File: src/rtl/memory_stage.sv
// memory_stage -- pipeline stage after execute.
//
// Runs ARM single data transfers (LDR/STR: word or byte, pre/post-index,
// up/down, base writeback) over a simple req/ready data bus. Upstream is
// stalled while an access is outstanding. Non-memory instructions and their
// register writes are forwarded to writeback one cycle later.
//
// Build option: define MEMORY_ROTATE_EN to return unaligned word loads
// rotated right by 8*addr[1:0]. Without it, word load data is returned as
// read. Word accesses always drive bus_addr[1:0] = 00 in both builds.
//
// Parameters
//   ADDR_W  data bus address width (<= 32). The computed address is
//           truncated to this width.
//
// Ports
//   clk, Nrst              clock, asynchronous active-low reset
//   stall, flush           downstream stall (hold outputs), kill this stage
//   inbubble, pc, insn     incoming slot from execute
//   op0, op1, op2          base Rn, offset, store data Rd
//   write_reg/num/data     register write pending from execute
//   outstall               stall to upstream stages (combinational)
//   outbubble, outpc, outinsn
//   out_write_reg/num/data primary register write (load result or forwarded)
//   out_base_wr/num/data   base register writeback
//   bus_req, bus_wr, bus_addr, bus_wdata, bus_be   registered bus request
//   bus_ready, bus_rdata   bus handshake and load data
module memory_stage #(
  parameter int ADDR_W = 32
) (
  input  logic              clk,
  input  logic              Nrst,
  input  logic              stall,
  input  logic              flush,
  input  logic              inbubble,
  input  logic [31:0]       pc,
  input  logic [31:0]       insn,
  input  logic [31:0]       op0,
  input  logic [31:0]       op1,
  input  logic [31:0]       op2,
  input  logic              write_reg,
  input  logic [3:0]        write_num,
  input  logic [31:0]       write_data,
  output logic              outstall,
  output logic              outbubble,
  output logic              out_write_reg,
  output logic [3:0]        out_write_num,
  output logic [31:0]       out_write_data,
  output logic              out_base_wr,
  output logic [3:0]        out_base_num,
  output logic [31:0]       out_base_data,
  output logic [31:0]       outpc,
  output logic [31:0]       outinsn,
  output logic              bus_req,
  output logic              bus_wr,
  output logic [ADDR_W-1:0] bus_addr,
  output logic [31:0]       bus_wdata,
  output logic [3:0]        bus_be,
  input  logic              bus_ready,
  input  logic [31:0]       bus_rdata
);

  typedef enum logic [1:0] {IDLE, BUSY, DONE} state_t;

  state_t state_q, state_d;

  // Shift right by whole bytes; with MEMORY_ROTATE_EN the bytes shifted out
  // come back in at the top.
  function automatic logic [31:0] load_format(input logic [31:0] d,
                                              input logic [1:0]  lane,
                                              input logic        is_byte);
    logic [31:0] sh;
    sh = d >> {lane, 3'b000};
    if (is_byte) begin
      return {24'h000000, sh[7:0]};
    end
`ifdef MEMORY_ROTATE_EN
    // Shifting by 32 gives zero, so lane 0 returns d unchanged.
    return sh | (d << (6'd32 - {1'b0, lane, 3'b000}));
`else
    return d;
`endif
  endfunction

  function automatic logic [3:0] byte_enables(input logic [1:0] lane,
                                              input logic       is_byte);
    return is_byte ? (4'b0001 << lane) : 4'b1111;
  endfunction

  // Decode and address generation on the incoming slot
  logic        is_mem;
  logic        mem_go;
  logic [31:0] off_addr;
  logic [31:0] acc_addr;
  logic [31:0] bus_addr_full;
  logic        base_wb;
  logic        f_p, f_u, f_b, f_w, f_l;

  assign f_p = insn[24];
  assign f_u = insn[23];
  assign f_b = insn[22];
  assign f_w = insn[21];
  assign f_l = insn[20];

  // insn[25] & insn[4] is the register-shifted/media space, not a transfer.
  assign is_mem   = (insn[27:26] == 2'b01) && !(insn[25] && insn[4]);
  assign mem_go   = is_mem && !inbubble && !flush;
  assign off_addr = f_u ? (op0 + op1) : (op0 - op1);
  assign acc_addr = f_p ? off_addr : op0;
  assign bus_addr_full = f_b ? acc_addr : {acc_addr[31:2], 2'b00};
  // A load into its own base register keeps the loaded value.
  assign base_wb  = (!f_p || f_w) && !(f_l && (insn[15:12] == insn[19:16]));

  // Context of the access in flight, captured when it leaves IDLE
  logic [31:0] pc_p0;
  logic [31:0] insn_p0;
  logic        ld_p0;
  logic        byte_p0;
  logic [1:0]  lane_p0;
  logic [3:0]  rd_p0;
  logic [3:0]  rn_p0;
  logic        base_wb_p0;
  logic [31:0] base_data_p0;
  logic [31:0] rdata_p1;
  logic        kill_p0;

  logic        cap_ctx;
  logic        bus_done;
  logic        out_ld;
  logic        kill;

  logic        nxt_bubble;
  logic        nxt_wr;
  logic [3:0]  nxt_wnum;
  logic [31:0] nxt_wdata;
  logic        nxt_bwr;
  logic [3:0]  nxt_bnum;
  logic [31:0] nxt_bdata;
  logic [31:0] nxt_pc;
  logic [31:0] nxt_insn;

  assign bus_done = (state_q == BUSY) && bus_ready;
  assign kill     = kill_p0 || flush;

  always_comb begin
    state_d    = state_q;
    outstall   = stall;
    cap_ctx    = 1'b0;
    out_ld     = !stall;
    // Default output slot is a bubble
    nxt_bubble = 1'b1;
    nxt_wr     = 1'b0;
    nxt_wnum   = write_num;
    nxt_wdata  = write_data;
    nxt_bwr    = 1'b0;
    nxt_bnum   = 4'h0;
    nxt_bdata  = 32'h0;
    nxt_pc     = pc;
    nxt_insn   = insn;
    unique case (state_q)
      IDLE: begin
        if (mem_go) begin
          outstall = 1'b1;
          cap_ctx  = 1'b1;
          state_d  = BUSY;
        end else begin
          nxt_bubble = inbubble || flush;
          nxt_wr     = write_reg && !inbubble && !flush;
        end
      end
      BUSY: begin
        outstall = 1'b1;
        if (bus_ready) begin
          state_d = DONE;
        end
      end
      DONE: begin
        if (!stall) begin
          state_d    = IDLE;
          nxt_bubble = kill;
          nxt_wr     = ld_p0 && !kill;
          nxt_wnum   = rd_p0;
          nxt_wdata  = load_format(rdata_p1, lane_p0, byte_p0);
          nxt_bwr    = base_wb_p0 && !kill;
          nxt_bnum   = rn_p0;
          nxt_bdata  = base_data_p0;
          nxt_pc     = pc_p0;
          nxt_insn   = insn_p0;
        end
      end
      default: begin
        state_d = IDLE;
      end
    endcase
  end

  // State, kill flag and registered bus request
  always_ff @(posedge clk or negedge Nrst) begin
    if (!Nrst) begin
      state_q   <= IDLE;
      kill_p0   <= 1'b0;
      bus_req   <= 1'b0;
      bus_wr    <= 1'b0;
      bus_addr  <= '0;
      bus_wdata <= 32'h0;
      bus_be    <= 4'h0;
    end else begin
      state_q <= state_d;
      if (cap_ctx) begin
        kill_p0 <= 1'b0;
      end else if ((state_q != IDLE) && flush) begin
        // The access still runs to completion; only its result is dropped.
        kill_p0 <= 1'b1;
      end
      if (cap_ctx) begin
        bus_req   <= 1'b1;
        bus_wr    <= !f_l;
        bus_addr  <= bus_addr_full[ADDR_W-1:0];
        bus_wdata <= f_b ? {4{op2[7:0]}} : op2;
        bus_be    <= byte_enables(acc_addr[1:0], f_b);
      end else if (bus_done) begin
        bus_req <= 1'b0;
      end
    end
  end

  // Access context and load data capture
  always_ff @(posedge clk) begin
    if (cap_ctx) begin
      pc_p0        <= pc;
      insn_p0      <= insn;
      ld_p0        <= f_l;
      byte_p0      <= f_b;
      lane_p0      <= acc_addr[1:0];
      rd_p0        <= insn[15:12];
      rn_p0        <= insn[19:16];
      base_wb_p0   <= base_wb;
      base_data_p0 <= off_addr;
    end
    if (bus_done) begin
      rdata_p1 <= bus_rdata;
    end
  end

  // Output registers towards writeback
  always_ff @(posedge clk or negedge Nrst) begin
    if (!Nrst) begin
      outbubble      <= 1'b1;
      out_write_reg  <= 1'b0;
      out_write_num  <= 4'h0;
      out_write_data <= 32'h0;
      out_base_wr    <= 1'b0;
      out_base_num   <= 4'h0;
      out_base_data  <= 32'h0;
      outpc          <= 32'h0;
      outinsn        <= 32'h0;
    end else if (out_ld) begin
      outbubble      <= nxt_bubble;
      out_write_reg  <= nxt_wr;
      out_write_num  <= nxt_wnum;
      out_write_data <= nxt_wdata;
      out_base_wr    <= nxt_bwr;
      out_base_num   <= nxt_bnum;
      out_base_data  <= nxt_bdata;
      outpc          <= nxt_pc;
      outinsn        <= nxt_insn;
    end
  end

endmodule

File: config.mk
export PLATFORM = sky130hd
export DESIGN_NAME = memory_stage
export DESIGN_NICKNAME = d
export VERILOG_FILES = /design/src/rtl/memory_stage.sv
export SDC_FILE = /design/constraint.sdc
export NUM_CORES = 1
export LEC_CHECK = 0
export CAP_MARGIN = 20
export CORE_MARGIN = 4
export CORE_UTILIZATION = 49
export DETAILED_ROUTE_END_ITERATION = 8
export HOLD_SLACK_MARGIN = 0.1
export PLACE_DENSITY = 0.81
export SLEW_MARGIN = 30
export SYNTH_ARGS = -nofsm -noshare
export SYNTH_HDL_FRONTEND = slang
export SYNTH_SLANG_ARGS = --single-unit
File: constraint.sdc
create_clock -name clk -period 6.23 [get_ports clk]
set_input_delay 0.623 -clock clk [delete_from_list [all_inputs] [get_ports clk]]
set_output_delay 0.623 -clock clk [all_outputs]
set_load 0.03 [all_outputs]
==> results of run 1 <==
-- kinds of logic after synthesis --
logic type,synth area share (%)
DFF,57.31
xor gates and xnor gates,3.469
muxes,6.488
buffers and inverters,2.887
adders and majority gates,3.151
and+or+nand+nor,12.88
AOI/OAI and AO/OA,13.81
-- final cells by class --
type	count	area, um^2	share of cell area [%]
Antenna cell	2	5.005	0.02259
Clock buffer	52	1045	4.715
Clock inverter	17	198.9	0.8978
Inverter	29	113.9	0.5138
Multi-Input combinational cell	1068	6436	29.05
Sequential cell	343	9240	41.70
Tap cell	442	553.0	2.496
Timing Repair Buffer	456	4567	20.61
-- where the power goes --
group          total (mW)  switching (mW)  internal, mW
clock network        2.25           0.902          1.35
registers            2.73           0.131          2.60
logic                1.81            1.06         0.752
-- worst max-delay path by stage --
stage / depth (start not counted) / from / slack [ns] / to
finish: 16 / op1[11] / 1.75 / bus_addr[31]
global route: 16 / op1[11] / 1.52 / bus_addr[31]
CTS: 16 / op1[11] / 1.76 / bus_addr[31]
detailed placement: 16 / op1[11] / 1.23 / bus_addr[31]
global placement: 16 / op1[5] / 1.28 / bus_addr[31]
floorplan: 7 / flush / 1.42 / bus_be[2]
-- metal layers --
| layer | track usage (%) | vias up | wire [um] |
|---|---|---|---|
| li1 | - | 6239 | - |
| met1 | 34.49 | 6384 | 19590 |
| met2 | 44.31 | 548 | 23600 |
| met3 | 4.572 | 98 | 3411 |
| met4 | 8.292 | 0 | 1581 |
| met5 | 0 | - | 0 |
-- cells in the final DEF (no fill, tap or decap), drive strengths merged, types with 10 or more instances in the layout --
cell and instances:
a211oi 14, a21o 23, a21oi 123, and3 17, buf 15, clkbuf 52
clkdlybuf4s50 441, clkinv 11, dfrtp 211, edfxtp 131, ha 39, inv 31
mux2i 100, nand2 282, nand3 10, nand4 10, nor2 59, nor3 32
nor3b 13, o21ai 191, xnor2 23, xor2 40
==> impl_metrics.env, run 1 <==
export IMPL_hold_slack_ns=0.08847
export IMPL_power_mw=6.792
export IMPL_cts_tree="done"
export IMPL_dieArea_um2=35870
export IMPL_status="finished clean"
export IMPL_r2r_start="state_q[1]"
export IMPL_synth_ff_type="dfrtp_1"
export IMPL_stdcell_area_um2=22160
export IMPL_synth_most_common_cell="nand2_1"
export IMPL_post_cts_resized=0
export IMPL_gp_congestion=0.9004
export IMPL_die_width_um=189.4
export IMPL_slew_headroom_pct=36.17
export IMPL_globalRouteOverflowTotal=0
export IMPL_antenna_found_initial=2
export IMPL_clock_root_buffer="clkbuf_16"
export IMPL_placed_cells=2337
export IMPL_final_nets=2211
export IMPL_grt_max_degree=123
export IMPL_drtIter0Drc=990
export IMPL_p_per_area_nw_per_um2=306.5
export IMPL_synth_area_leaders="dfrtp_1, edfxtp_1, nand2_1"
export IMPL_final_setup_worst_slack_ns=1.747
export IMPL_clock_fmax_mhz=223.0
export IMPL_p_leak_nw=9.004
export IMPL_synth_cell_type_count=68
export IMPL_worstPathArrival_ns=4.88
export IMPL_slowest_delay_ns=0.53
export IMPL_vias_per_cell=5.508
export IMPL_critPathBufInv=1
export IMPL_worst_pin_slew_ns=0.9575
export IMPL_critPathRequiredTime_ns=6.63
export IMPL_postCtsSetupBuffers=0
export IMPL_final_hold_violation_count=0
export IMPL_clock_path_buffers=3
export IMPL_path_cells="clkdlybuf4s50_1 -> nor4_2 -> or4b_4 -> nor3b_2 -> nand2_1 -> nor2_1 -> a21oi_1 -> xor2_1 -> ha_1 -> a21o_1 -> a21oi_1 -> o211ai_1 -> and3_1 -> a311oi_1 -> mux2i_1 -> nand2_1"
export IMPL_async_reset_ff_share_pct=61.81
export IMPL_detailroute_via_count=13269
export IMPL_final_max_slew_viol_count=0
export IMPL_drv_cap=0
export IMPL_grt_use_total_pct=26.12
export IMPL_period_needed_ns=4.483
export IMPL_synth_top_area_share_pct=32.75
export IMPL_rsz0062_at_grt="no"
export IMPL_synth_commonest_cells="nand2_1, dfrtp_1, o21ai_0, edfxtp_1, a21oi_1"
export IMPL_synth_seq_cells=343
export IMPL_cts_hold_buffers=0
export IMPL_cp_slowest_cell="or4b_4"
export IMPL_post_dp_cell_area_um2=20890
export IMPL_cts_sinks=343
export IMPL_io_buffers=444
export IMPL_ys_warn_count=0
export IMPL_numCtsBuffers=38
export IMPL_wl_per_cell_um=20.00
export IMPL_layout_cells_non_filler=2409
export IMPL_wirelength_um=48180
export IMPL_fillers=2464
export IMPL_crit_fanout=8
export IMPL_fin_util_pct=68.10
export IMPL_path_clk_slew_ns=0.06
export IMPL_drive_gt1_share_pct=4.733
export IMPL_worstReg2RegEnd="outpc[25]"
export IMPL_dp_hpwl_um=34680
export IMPL_coreArea_um2=32540
export IMPL_htree_levels=2
export IMPL_setup_viol=0
export IMPL_ff2ff_setup_slack_ns=3.68
export IMPL_syn_cell_area_um2=16120
export IMPL_r2r_worst_path_cells=4
export IMPL_final_setup_tns_ns=0
export IMPL_start_kind="input port"
export IMPL_hp_class="in -> async"
export IMPL_end_kind="flop"
export IMPL_worstSetupPathType="in -> reg"
export IMPL_finClkSkew_ns=0.01973
export IMPL_synthesis_nets=1810
export IMPL_yosysTopAreaCell="dfrtp_1"
export IMPL_grt_pass1_wl_um=75200
export IMPL_dr_pass1_iters=7
export IMPL_area_growth_pct=37.45
export IMPL_grt_pass1_vias=13337
export IMPL_yosysSeqAreaShare_pct=57.31
export IMPL_ant_nets=0
export IMPL_initial_core_util_pct=49.55
export IMPL_rows=66
export IMPL_synthCells=1535
export IMPL_die_y_um=189.4
export IMPL_synth_avg_cell_area_um2=10.50
export IMPL_ir_drop_mv=0.2483
export IMPL_drc=0
export IMPL_insertion_delay_ns=0.53
export IMPL_cp_top_family="simple AND/OR/NAND/NOR gates"
export IMPL_post_place_ws_ns=1.228
export IMPL_final_period_utilization_pct=71.97
export IMPL_synth_edf_count=131
export IMPL_io_pins=445
No activity file was read; power rests on OpenSTA's default activity.
==> run 2, diff against run 1 <==
clock period = 4.4 ns   (was 6.23 ns; I/O delays follow)
==> run 2 against run 1 <==
Net effect:
- power is 38% higher
- global-route usage is 0.12 points higher
- critical path depth increased by 1
- utilization up 0.49 points
- critical path type unchanged
- largest cell class unchanged
==> impl_metrics.env, run 2 (synthesis results as in run 1) <==
export IMPL_clock_fmax_mhz=251.7
export IMPL_io_pins=445
export IMPL_min_path_cells=3
export IMPL_final_hold_violation_count=0
export IMPL_drc=0
export IMPL_drv_cap=0
export IMPL_start_kind="input port"
export IMPL_ant_nets=0
export IMPL_mostFrequentLayoutCells="clkdlybuf4s50_1, nand2_1, dfrtp_1, o21ai_0, edfxtp_1"
export IMPL_holdPathEnd="outpc[16]"
export IMPL_final_setup_worst_slack_ns=0.4271
export IMPL_cp_top_family="simple AND/OR/NAND/NOR gates"
export IMPL_worst_pin_slew_ns=0.9414
export IMPL_clock_path_buffers=3
export IMPL_cts_sinks=343
export IMPL_critPathBufInv=2
export IMPL_dr_pass1_iters=5
export IMPL_fin_util_pct=68.60
export IMPL_cp_slowest_cell="or4b_4"
export IMPL_final_setup_tns_ns=0
export IMPL_p_int_mw=6.465
export IMPL_worstSetupPathType="in -> reg"
export IMPL_fillers=2456
export IMPL_layout_commonest_cell="clkdlybuf4s50_1"
export IMPL_p_leak_nw=9.112
export IMPL_wl_per_cell_um=20.04
export IMPL_regArea_um2=9240
export IMPL_final_nets=2243
export IMPL_die_width_um=189.4
export IMPL_dieArea_um2=35870
export IMPL_hp_class="in -> reg"
export IMPL_ir_drop_mv=0.3442
export IMPL_r2r_worst_path_cells=4
export IMPL_slew_headroom_pct=37.24
export IMPL_layout_cells_non_filler=2443
export IMPL_clock_root_buffer="clkbuf_16"
export IMPL_grt_use_total_pct=26.25
export IMPL_finClkSkew_ns=0.01965
export IMPL_setup_viol=0
export IMPL_status="finished clean"
export IMPL_end_kind="flop"
export IMPL_period_needed_ns=3.973
export IMPL_placed_cells=2369
export IMPL_coreArea_um2=32540
export IMPL_worstReg2RegEnd="pc_p0[16]"
export IMPL_htree_levels=2
export IMPL_critPathRequiredTime_ns=4.79
export IMPL_wirelength_um=48960
export IMPL_ff2ff_setup_slack_ns=1.92
export IMPL_worstPathArrival_ns=4.36
export IMPL_combPwrFrac_pct=27.7
export IMPL_stdcell_area_um2=22320
export IMPL_gp_congestion=0.8777
export IMPL_rows=66
export IMPL_drtIter0Drc=917
export IMPL_grt_pass1_wl_um=74590
export IMPL_area_growth_pct=38.44
export IMPL_cts_tree="done"
export IMPL_drive_gt1_share_pct=6.212
export IMPL_final_period_utilization_pct=90.29
export IMPL_path_clk_slew_ns=0.06
export IMPL_insertion_delay_ns=0.50
export IMPL_hold_start="stall"
export IMPL_crit_fanout=4
export IMPL_die_y_um=189.4
export IMPL_rsz0062_at_grt="no"
export IMPL_p_per_area_nw_per_um2=421.0
export IMPL_p_switching_mw=2.932
export IMPL_r2r_start="state_q[1]"
export IMPL_power_mw=9.397
export IMPL_multi_input_area_um2=6439
export IMPL_post_dp_cell_area_um2=21160
export IMPL_clock_power_share_pct=31.0
export IMPL_switching_share_pct=31.20
export IMPL_io_buffers=444
export IMPL_initial_core_util_pct=49.55
export IMPL_antenna_found_initial=4
export IMPL_detailroute_via_count=13322
export IMPL_dp_hpwl_um=35910
export IMPL_cp_num_cells=17
export IMPL_grt_pass1_vias=13396
export IMPL_grt_max_degree=103
export IMPL_globalRouteOverflowTotal=0
export IMPL_slowest_delay_ns=0.52
export IMPL_vias_per_cell=5.453
export IMPL_final_max_slew_viol_count=0
export IMPL_post_place_ws_ns=-0.1745
export IMPL_path_cells="clkdlybuf4s50_1 -> nor4_2 -> or4b_4 -> nor3b_2 -> nand2_1 -> nor2_2 -> a21oi_1 -> xor2_1 -> ha_1 -> a21o_1 -> a21oi_1 -> o211ai_1 -> and3_1 -> a311oi_1 -> buf_4 -> mux2i_1 -> nand2_1"
export IMPL_pwr_share_seq_pct=41.2
export IMPL_hold_slack_ns=0.3167
export IMPL_numCtsBuffers=37
-- run 2: cell types whose count changed in the layout (fill, tap and decap cells not counted), sizes merged --
cell and change:
clkbuf +2, dlygate4sd3 +1, diode +3, inv +2, clkinv -3, clkdlybuf4s50 -1, buf +33, bufinv -3
-- run 2: worst reg2reg max path, stage by stage, from the launching register on --
cell and delay (ns):
dfrtp_1 0.45, nor2_1 0.29, nand2_4 0.39, inv_6 0.53, buf_4 0.47
-- run 2: timing repair --
action | 4_1_cts | 5_1_grt
buffers inserted | 0 | 0
endpoints found under the setup margin | 0 | 1
hold buffers | 1 | 0
hold endpoints to repair | 93 | 0
resized for setup | 0 | 1
-- run 2: worst max path at each step --
| stage | start | end | slack [ns] |
|---|---|---|---|
| 6_report | op1[11] | bus_addr[31] | 0.43 |
| 5_1_grt | op1[11] | bus_addr[31] | 0.08 |
| 4_1_cts | op1[11] | bus_addr[31] | 0.36 |
| 3_3_place_gp | op1[11] | bus_addr[31] | -0.06 |
| 2_1_floorplan | op1[11] | bus_addr[31] | 0.53 |
| 3_5_place_dp | op1[11] | bus_addr[31] | -0.17 |
-- run 2: routing by layer --
layer | global-route usage [%] | vias up | part of all wire (%)
met1 | 34.22 | 6372 | 41
met4 | 11.80 | 0 | 4.7
met3 | 4.904 | 120 | 6.9
met2 | 43.04 | 537 | 48
li1 | - | 6293 | -
met5 | 0 | - | 0
-- run 2: power groups by stage --
stage | clock, mW | combinational, mW | sequential (mW)
after CTS | 2.98 | 2.61 | 3.87
after floorplan | 0 | 0.793 | 4.49
after global placement | 0 | 2.55 | 3.92
final | 2.92 | 2.61 | 3.87
after global routing | 3.10 | 2.78 | 3.91
after detailed placement | 0 | 2.59 | 3.93
-- run 2: cell type report --
cell class	instances	share of cell area, %
inverter	29	0.5101
clock inverter	13	0.4541
sequential	343	41.40
multi-input combinational	1068	28.85
clock buffer	54	4.614
timing repair buffer	489	21.64
antenna	5	0.05606
tap	442	2.478
